===== config.mk =====
export PLATFORM = sky130hd
export DESIGN_NAME = mem_port_arbiter
export DESIGN_NICKNAME = d
export VERILOG_FILES = /design/src/rtl/mem_arb_pkg.sv /design/src/rtl/arb_run_counter.sv /design/src/rtl/mem_port_arbiter.sv
export SDC_FILE = /design/constraint.sdc
export NUM_CORES = 1
export LEC_CHECK = 0
export CAP_MARGIN = 0
export CORE_AREA = 2 2 131 133
export DETAILED_ROUTE_END_ITERATION = 8
export DIE_AREA = 0 0 133 135
export PLACE_DENSITY_LB_ADDON = 0.05
export SLEW_MARGIN = 30
export SYNTH_ARGS = -nofsm -noshare
export SYNTH_HDL_FRONTEND = slang
export SYNTH_SLANG_ARGS = --single-unit

===== constraint.sdc =====
create_clock -name clk -period 5.7 [get_ports clk]
set_clock_uncertainty 0.15 [all_clocks]
set_input_delay 1.14 -clock clk [delete_from_list [all_inputs] [get_ports clk]]
set_output_delay 1.14 -clock clk [all_outputs]
set_load 0.05 [all_outputs]

===== src/rtl/mem_arb_pkg.sv =====
// Shared types for the memory port arbiter: requester/state encoding and default widths.
package mem_arb_pkg;
  localparam int unsigned ADDR_W_DEF       = 32;
  localparam int unsigned DATA_W_DEF       = 32;
  localparam int unsigned MAX_DATA_RUN_DEF = 4;
  localparam int unsigned RUN_W            = 4;

  // Doubles as the id of the requester granted in the previous cycle.
  typedef enum logic [1:0] {
    ARB_IDLE = 2'd0,
    ARB_LD   = 2'd1,
    ARB_DM   = 2'd2,
    ARB_IF   = 2'd3
  } arb_state_e;
endpackage


===== src/rtl/arb_run_counter.sv =====
// Saturating count of data grants made while a fetch is left waiting.
module arb_run_counter
  import mem_arb_pkg::*;
(
  input  logic             clk,
  input  logic             Reset,
  input  logic             clr_i,
  input  logic             inc_i,
  output logic [RUN_W-1:0] cnt_o
);
  logic [RUN_W-1:0] cnt_q, cnt_d;

  always_comb begin
    cnt_d = cnt_q;
    if (clr_i)                      cnt_d = '0;
    else if (inc_i && cnt_q != '1)  cnt_d = cnt_q + 1'b1;
  end

  always_ff @(posedge clk or posedge Reset) begin
    if (Reset) cnt_q <= '0;
    else       cnt_q <= cnt_d;
  end

  assign cnt_o = cnt_q;
endmodule


===== src/rtl/mem_port_arbiter.sv =====
// Single-port memory arbiter: loader > data > fetch, one grant per cycle, 1-cycle ready.
// Define ARB_FAIRNESS_EN to let fetch preempt data after MAX_DATA_RUN consecutive data grants.
module mem_port_arbiter
  import mem_arb_pkg::*;
#(
  parameter int unsigned ADDR_W       = ADDR_W_DEF,
  parameter int unsigned DATA_W       = DATA_W_DEF,
  parameter int unsigned MAX_DATA_RUN = MAX_DATA_RUN_DEF
) (
  input  logic              clk,
  input  logic              Reset,
  input  logic              ld_wr,
  input  logic [ADDR_W-1:0] ld_addr,
  input  logic [DATA_W-1:0] ld_wdata,
  output logic              ld_ready,
  input  logic              dm_rd,
  input  logic              dm_wr,
  input  logic [ADDR_W-1:0] dm_addr,
  input  logic [DATA_W-1:0] dm_wdata,
  output logic [DATA_W-1:0] dm_rdata,
  output logic              dm_ready,
  input  logic              if_req,
  input  logic [ADDR_W-1:0] if_addr,
  output logic [DATA_W-1:0] if_rdata,
  output logic              if_ready,
  output logic              stall_if,
  output logic              stall_dm,
  output logic              mem_rd,
  output logic              mem_wr,
  output logic [ADDR_W-1:0] mem_addr,
  output logic [DATA_W-1:0] mem_wdata,
  input  logic [DATA_W-1:0] mem_rdata
);
  if (MAX_DATA_RUN < 1 || MAX_DATA_RUN > 15) begin : g_bad_run
    $error("MAX_DATA_RUN must be in 1..15");
  end

  arb_state_e        state_q, state_d;
  logic              dm_was_rd_q;
  logic [DATA_W-1:0] if_rdata_q, dm_rdata_q;
  logic              ld_el, dm_el, if_el, fair_force;

  // Ready is simply "you won last cycle"; the winner is ineligible while its req is stale.
  assign ld_ready = (state_q == ARB_LD);
  assign dm_ready = (state_q == ARB_DM);
  assign if_ready = (state_q == ARB_IF);

  assign ld_el = ld_wr & ~ld_ready;
  assign dm_el = (dm_rd | dm_wr) & ~dm_ready;
  assign if_el = if_req & ~if_ready;

  assign stall_if = if_req & ~if_ready;
  assign stall_dm = (dm_rd | dm_wr) & ~dm_ready;

`ifdef ARB_FAIRNESS_EN
  logic [RUN_W-1:0] run_cnt;

  arb_run_counter u_run (
    .clk   (clk),
    .Reset (Reset),
    .clr_i (~if_req | (state_d == ARB_IF)),
    .inc_i ((state_d == ARB_DM) & if_el),
    .cnt_o (run_cnt)
  );

  assign fair_force = (run_cnt == RUN_W'(MAX_DATA_RUN)) & if_el;
`else
  assign fair_force = 1'b0;
`endif

  always_comb begin
    state_d   = ARB_IDLE;
    mem_rd    = 1'b0;
    mem_wr    = 1'b0;
    mem_addr  = '0;
    mem_wdata = '0;
    if (!Reset) begin
      if (ld_el)           state_d = ARB_LD;
      else if (fair_force) state_d = ARB_IF;
      else if (dm_el)      state_d = ARB_DM;
      else if (if_el)      state_d = ARB_IF;
    end
    case (state_d)
      ARB_LD: begin
        mem_wr    = 1'b1;
        mem_addr  = ld_addr;
        mem_wdata = ld_wdata;
      end
      ARB_DM: begin
        // rd+wr together is a write
        mem_wr    = dm_wr;
        mem_rd    = ~dm_wr;
        mem_addr  = dm_addr;
        mem_wdata = dm_wdata;
      end
      ARB_IF: begin
        mem_rd   = 1'b1;
        mem_addr = if_addr;
      end
      default: ;
    endcase
  end

  always_ff @(posedge clk or posedge Reset) begin
    if (Reset) begin
      state_q     <= ARB_IDLE;
      dm_was_rd_q <= 1'b0;
      if_rdata_q  <= '0;
      dm_rdata_q  <= '0;
    end else begin
      state_q <= state_d;
      if (state_d == ARB_DM)       dm_was_rd_q <= ~dm_wr;
      if (if_ready)                if_rdata_q  <= mem_rdata;
      if (dm_ready && dm_was_rd_q) dm_rdata_q  <= mem_rdata;
    end
  end

  assign if_rdata = if_ready ? mem_rdata : if_rdata_q;
  assign dm_rdata = (dm_ready & dm_was_rd_q) ? mem_rdata : dm_rdata_q;
endmodule

Word-level counts from Yosys, hierarchy flattened. Index checks and enable logic that the tools add are counted.

Register bits: 67. Input bits: 198. Output and inout port bits: 135. Logic and storage cells: 30.

Equality and inequality tests: 6. Muxes and demuxes: 10. Bitwise gates (word level): 9. Reductions and logical operators: 1.

Operators by type and width (number): 32-bit case mux with 3 select lines (1); 32-bit two-way mux (2); 32-bit case mux with 2 select lines (1); 2-bit == test (second input constant) (4); 2-bit two-way mux (4); 1-bit AND (4); 2-bit by 1-bit == test with 1-bit output (second input constant) (2); 1-bit inverter (4); 1-bit case mux with 2 select lines (2); 1-bit logical AND (1); 1-bit bitwise OR (1).

Longest topological paths before layout. Gate-level depths: netlist of run 1.

Word-level depth: 9. Mapped depth: 5. Gate-level depth less buffers: 4.

Worst setup path after synthesis of run 1. Ideal clock, no wire load.

Path type: input to output. From: in Reset. To: out mem_wdata[10]. Arrival time: 3.752 ns. Data required time: 4.410 ns. Slack: 0.658 ns. Stages: 5. Buffers on the path: 2. Path through: inv_1 > o221a_2 > buf_4 > buf_4 > a22o_1.

Cells in the longest elaborated chain, start to end: 3. Elaborated cells between the ends (all ways): 4. Those cells by class: eq/ne (2); mux (2).

Ends and longest elaborated chain: start: declaration (line mem_port_arbiter.sv:11) `input logic Reset,`; 2-bit two-way mux (*) (line mem_port_arbiter.sv:77) `if (!Reset) begin`; 2-bit == test / 2-bit by 1-bit == test with 1-bit output (equally long branches) (line mem_port_arbiter.sv:83) `case (state_d)`; 32-bit case mux with 2 select lines (*) (line mem_port_arbiter.sv:83); end: declaration (line mem_port_arbiter.sv:31) `output logic [DATA_W-1:0] mem_wdata,`.

Every way passes the cells marked *; elsewhere a longest branch is shown, timed or not.

Worst setup path after layout of run 1.
From: in Reset. To: out mem_addr[0].

Cells in the longest elaborated chain, start to end: 3. Elaborated cells between the ends (all ways): 5. Those cells by class: eq/ne (3); mux (2).

Ends and longest elaborated chain: 2-bit two-way mux (*) (line mem_port_arbiter.sv:77); 2-bit == test / 2-bit by 1-bit == test with 1-bit output (equally long branches) (line mem_port_arbiter.sv:83); 32-bit case mux with 3 select lines (*) (line mem_port_arbiter.sv:83); end: declaration (line mem_port_arbiter.sv:30) `output logic [ADDR_W-1:0] mem_addr,`.

Marked as above.

==> impl_metrics.py, run 1 <==
metrics = {
    "status": {
        "status": "finished clean",
    },
    "synthesis": {
        "synth.distinct_cells": 26,
        "yosys.area.top_type": "dfrtp_1",
        "syn_nets": 479,
        "yosysWarningCount": 0,
        "synth-seq-cells": 67,
        "yosys-top-cells-area": "dfrtp_1, mux2_2, a221o_1, a22o_1, and3_1",
        "synth_top_area_share": 0.4737,
        "syn_inst": 281,
        "synth.yosys.seq_area_share": 0.4737,
        "syn_area_um2": 3540,
        "syn_avg_cell_area_um2": 12.60,
    },
    "die": {
        "die_w_um": 133,
        "io_pins": 333,
        "die_y_um": 135,
        "dieArea_um2": 17960,
        "placementRows": 47,
        "start_util": 0.2157,
        "core_um2": 16410,
    },
    "drt": {
        "wl_per_cell_um": 21.57,
        "via_count": 3815,
        "drcViolationCount": 0,
        "firstDrtPassIters": 4,
        "drt-initial-drc-count": 167,
        "postRouteWirelength_um": 17880,
        "ant_nets": 0,
        "vias_per_cell": 4.602,
    },
    "sta": {
        "relSlewSlack": 0.4117,
        "fin_crit_ns": 4.576,
        "rsz0062_at_grt": "no",
        "clock.fmax_ghz": 0.2185,
        "finalSetupViolCount": 0,
        "finalWorstSetupSlack_ns": 1.124,
        "finalCritPeriodShare": 0.8028,
        "fin_tns_setup_ns": 0,
        "hold_viol": 0,
        "slew_violations": 0,
        "tightest_slew_ns": 0.8793,
    },
    "global_route": {
        "antenna_found_initial": 1,
        "grt_pass1_vias": 4025,
        "grt_overflow": 0,
        "grt_pass1_wl_um": 26030,
        "grtUsageTotal": 0.1924,
        "grt_max_degree": 68,
    },
    "clock_tree": {
        "numCtsBuffers": 9,
        "clockRootBuffer": "clkbuf_16",
        "cts_num_sinks": 67,
        "clk_latency_ns": 0.32,
        "clk_pin_slew_worst_paths_ns": 0.05,
        "cts_resized": 0,
        "cts_hold_buf": 0,
        "tritoncts": "done",
        "ctsLongestPathBuffers": 2,
        "htree_num_levels": 3,
        "cts_setup_buffers": 0,
    },
    "power": {
        "ir_drop_mv": 0.4170,
        "internal_power_mw": 1.732,
        "power_frac_seq": 0.224,
        "p_sw_mw": 1.410,
        "p_sw_frac": 0.4488,
        "p_per_area_nw_per_um2": 394.1,
        "power.leakage_nw": 3.341,
        "p_comb_frac": 0.622,
        "p_clk_frac": 0.153,
    },
    "cells_and_area": {
        "utilization": 0.4859,
        "areaGrowthSynthToFinish_pct": 125.2,
        "layout_commonest_cell": "clkdlybuf4s50_1",
        "final_nets": 802,
        "final_layout_size_suffix_gt1_frac": 0.2545,
        "diodes": 0,
        "fill_cells": 1476,
        "final_cell_mix": "clkdlybuf4s50_1, dfrtp_1, buf_12",
    },
    "placement": {
        "dp_worst_setup_slack_ns": 1.113,
        "io_buffers": 332,
        "gp_congestion": 0.8007,
        "dp_hpwl_um": 14000,
    },
    "setup_path": {
        "crit_type": "in -> out",
        "worstPathRequired_ns": 4.41,
        "worstPathMaxFanout": 17,
        "cp.arrival_ns": 3.29,
        "crit_path_end_kind": "primary output",
        "worstSetupStartpointType": "input pin",
    },
    "run": {
        "drv_cap": 0,
    },
    "hold_path": {
        "min_path_type": "reg -> reg",
    },
}
cells by family (layout without fill, tap and decap cells):
kind of cell	count (synthesis)	in the layout	share of synthesized area
AOI/OAI and AO/OA	74	74	0.1926
buffers and inverters	31	359	0.04772
DFF	67	67	0.4737
muxes	65	65	0.2068
and+or+nand+nor	44	44	0.07918
registers in the layout, summed over array words and instances (netlist names):
register	flops
dm_rdata_q	32
if_rdata_q	32
state_q	2
dm_was_rd_q	1
worst max-delay path, stage by stage:
cell and delay, ns:
clkdlybuf4s50_1 0.54, nor2b_1 0.73, buf_4 0.35, and3_1 0.19, a221o_1 0.18, buf_12 0.15
per-stage QoR:
step	total power, mW	hold slack [ns]	cells	area, um^2
floorplan	1.893	0.3304	281	3540
global placement	2.664	0.3280	813	7711
detailed placement	2.680	0.3311	813	7711
CTS	3.180	0.3450	829	7968
global route	3.272	0.3539	829	7971
finish	3.142	0.3420	829	7971
synthesized netlist by cell type:
| cell type | number |
|---|---|
| dfrtp_1 | 67 |
| mux2_2 | 65 |
| a221o_1 | 32 |
| a22o_1 | 32 |
| and3_1 | 32 |
| buf_2 | 12 |
| clkbuf_1 | 6 |
| inv_1 | 5 |
| buf_4 | 4 |
| a21oi_1 | 3 |
| buf_6 | 3 |
| nor2_1 | 3 |
| a21o_1 | 2 |
| nand2_1 | 2 |
| nor2b_1 | 2 |
| a21boi_0 | 1 |
| inv_2 | 1 |
| nand2b_1 | 1 |
| nand2b_4 | 1 |
| nor2b_4 | 1 |
| nor3_1 | 1 |
| nor3_2 | 1 |
| o21a_1 | 1 |
| o21ai_0 | 1 |
| o221a_2 | 1 |
| o221a_4 | 1 |
metal layers:
metal | up-vias | track usage | part of all wire
li1 | 1749 | - | -
met1 | 1856 | 0.2186 | 0.38
met4 | 2 | 0.06691 | 0.024
met2 | 183 | 0.3368 | 0.50
met3 | 25 | 0.06682 | 0.096
met5 | - | 0 | 0.00062
worst paths after layout:
| path | end | slack, ns | start | depth (start not counted) |
|---|---|---|---|---|
| hold reg to reg | dm_rdata_q[21]$_DFFE_PP0P_ | 0.34 | dm_rdata_q[21]$_DFFE_PP0P_ | 1 |
| min in group asynchronous | state_q[0]$_DFF_PP0_ | 1.34 | Reset | 3 |
| setup reg to reg | dm_rdata_q[0]$_DFFE_PP0P_ | 3.36 | state_q[1]$_DFF_PP0_ | 4 |
| max in group asynchronous | dm_rdata_q[30]$_DFFE_PP0P_ | 3.61 | Reset | 3 |
| hold / removal | dm_rdata_q[21]$_DFFE_PP0P_ | 0.34 | dm_rdata_q[21]$_DFFE_PP0P_ | 1 |
| setup / recovery | mem_addr[0] | 1.12 | Reset | 6 |
cell type report:
cell class | count | area, um^2 | share of cell area
Clock buffer | 14 | 244.0 | 0.03061
Clock inverter | 2 | 12.51 | 0.001570
Inverter | 6 | 22.52 | 0.002825
Multi-Input combinational cell | 183 | 1703 | 0.2136
Sequential cell | 67 | 1677 | 0.2103
Tap cell | 220 | 275.3 | 0.03453
Timing Repair Buffer | 337 | 4038 | 0.5065
power groups by stage:
| stage | Sequential (mW) | Combinational (mW) | Clock (mW) |
|---|---|---|---|
| after floorplan | 0.698 | 1.20 | 0 |
| after global placement | 0.705 | 1.96 | 0 |
| final | 0.705 | 1.96 | 0.482 |
| after global routing | 0.726 | 2.02 | 0.523 |
| after CTS | 0.706 | 1.98 | 0.499 |
| after detailed placement | 0.714 | 1.97 | 0 |
Power figures use the tool's default switching activity.
==> run 2, diff against run 1 <==
- clock period: 5.7 -> 4.4 ns (I/O delays scaled with it)
==> run 2 against run 1 <==
Sequential share of layout area increased by 0.85 points; register-to-register slack got worse by 0.83 ns; combinational power increased by 25%; global-route usage decreased by 0.79 points; first-iteration DRC count decreased by 26%; non-clock buffer count increased by 2; sequential power increased by 29%; clock power increased by 48%; final cell count increased by 0.12%; hold slack got worse by 0.0011 ns; critical endpoint is now mem_addr[14].
==> impl_metrics.py, run 2 (same netlist as run 1, synthesis figures left out) <==
metrics = {
    "setup_path": {
        "cp_slowest_cell": "nor2b_1",
        "crit_top_cell": "buf_4",
        "rrSetupSlack_ns": 2.53,
        "worstPathRequired_ns": 3.37,
        "path_cells": "clkdlybuf4s50_1, nor2b_1, buf_4, and3_1, a221o_1, buf_4",
        "cp.arrival_ns": 2.91,
        "crit_path_end_kind": "primary output",
        "crit_family": "buffers and inverters",
        "path_buf_inv": 3,
        "worstPathMaxFanout": 19,
        "worstSetupStartpointType": "input pin",
        "cp.depth": 6,
        "worst_r2r_path_depth": 2,
        "max_stage_delay_ns": 0.63,
        "crit_type": "in -> out",
    },
    "global_route": {
        "antenna_found_initial": 2,
        "grtUsageTotal": 0.1845,
        "grt_pass1_wl_um": 24950,
        "grt_max_degree": 68,
        "grt_pass1_vias": 3951,
        "grt_overflow": 0,
    },
    "placement": {
        "gp_congestion": 0.8568,
        "io_buffers": 332,
        "dp_hpwl_um": 13470,
    },
    "drt": {
        "ant_nets": 0,
        "firstDrtPassIters": 4,
        "via_count": 3761,
        "vias_per_cell": 4.531,
        "drt-initial-drc-count": 123,
        "drcViolationCount": 0,
        "wl_per_cell_um": 20.81,
        "postRouteWirelength_um": 17270,
    },
    "die": {
        "dieArea_um2": 17960,
        "die_y_um": 135,
        "start_util": 0.2157,
        "io_pins": 333,
        "die_w_um": 133,
        "placementRows": 47,
        "core_um2": 16410,
    },
    "clock_tree": {
        "numCtsBuffers": 9,
        "clockRootBuffer": "clkbuf_16",
        "tritoncts": "done",
        "cts_num_sinks": 67,
        "htree_num_levels": 3,
        "cts_resized": 0,
        "clk_pin_slew_worst_paths_ns": 0.05,
        "cts_setup_buffers": 0,
        "cts_hold_buf": 0,
        "ctsLongestPathBuffers": 2,
        "clk_latency_ns": 0.32,
    },
    "power": {
        "ir_drop_mv": 0.4187,
        "power.leakage_nw": 3.273,
        "p_per_area_nw_per_um2": 531.2,
    },
    "sta": {
        "fin_tns_setup_ns": 0,
        "rsz0062_at_grt": "no",
        "finalSetupViolCount": 0,
        "fin_crit_ns": 3.936,
        "relSlewSlack": 0.4116,
        "tightest_slew_ns": 0.8795,
        "hold_viol": 0,
        "slew_violations": 0,
        "clock.fmax_ghz": 0.2541,
        "finalCritPeriodShare": 0.8945,
    },
    "cells_and_area": {
        "layout_commonest_cell": "clkdlybuf4s50_1",
        "utilization": 0.4670,
        "final_nets": 804,
        "areaGrowthSynthToFinish_pct": 116.5,
        "top_regs": "dm_rdata_q x32, if_rdata_q x32, state_q x2",
        "seq_area_um2": 1677,
        "final_layout_size_suffix_gt1_frac": 0.2627,
        "fill_cells": 1535,
        "multi_input_area_um2": 1703,
        "final_cell_mix": "clkdlybuf4s50_1, dfrtp_1, mux2_2",
    },
    "run": {
        "drv_cap": 0,
    },
    "hold_path": {
        "hold_path_depth": 1,
        "min_path_type": "reg -> reg",
    },
    "status": {
        "status": "finished clean",
    },
}
-- run 2: layer usage --
metal	wire (um)	up-vias	track usage
met5	13	-	0
met4	342	2	0.05914
met3	1568	21	0.07020
met2	8970	173	0.3333
met1	6377	1815	0.1993
li1	-	1750	-
-- run 2: cell type report --
class,count,area share
Clock inverter,2,0.004572
Timing Repair Buffer,339,0.4799
Sequential cell,67,0.2188
Antenna cell,1,0.0003266
Inverter,6,0.003429
Tap cell,220,0.03592
Clock buffer,12,0.03478
Multi-Input combinational cell,183,0.2222
-- run 2: worst paths after layout --
check | start | to
worst max register to register | state_q[0]$_DFF_PP0_ | if_rdata_q[23]$_DFF_PP0_
worst max-delay path | ld_wr | mem_addr[14]
min in group asynchronous | Reset | state_q[1]$_DFF_PP0_
worst min-delay path | dm_rdata_q[26]$_DFFE_PP0P_ | dm_rdata_q[26]$_DFFE_PP0P_
worst min register to register | dm_rdata_q[26]$_DFFE_PP0P_ | dm_rdata_q[26]$_DFFE_PP0P_
max in group asynchronous | Reset | dm_rdata_q[30]$_DFFE_PP0P_
-- run 2: per-stage QoR --
| stage | instance area, um^2 | power, mW | hold WS (ns) | instances | setup WS [ns] |
|---|---|---|---|---|---|
| 6_report | 7662 | 4.070 | 0.3408 | 830 | 0.4644 |
| 5_1_grt | 7662 | 4.239 | 0.3513 | 830 | 0.3425 |
| 4_1_cts | 7656 | 4.123 | 0.3426 | 829 | 0.4484 |
| 3_5_place_dp | 7355 | 3.387 | 0.3314 | 815 | 0.4430 |
| 3_3_place_gp | 7355 | 3.365 | 0.3278 | 815 | 0.5692 |
| 2_1_floorplan | 3543 | 2.452 | 0.3304 | 281 | 0.5113 |
-- run 2: power by group --
| group | internal [mW] | total, mW | switching [mW] |
|---|---|---|---|
| registers | 0.857 | 0.912 | 0.0554 |
| logic | 0.940 | 2.45 | 1.50 |
| clock network | 0.477 | 0.713 | 0.236 |
| total | 2.27 | 4.07 | 1.80 |
-- run 2: worst register-to-register path: cells and delay by family, from the launching register on --
kind | cells | cell delay [ns]
DFF | 1 | 0.46
muxes | 1 | 0.47
and+or+nand+nor | 1 | 0.67
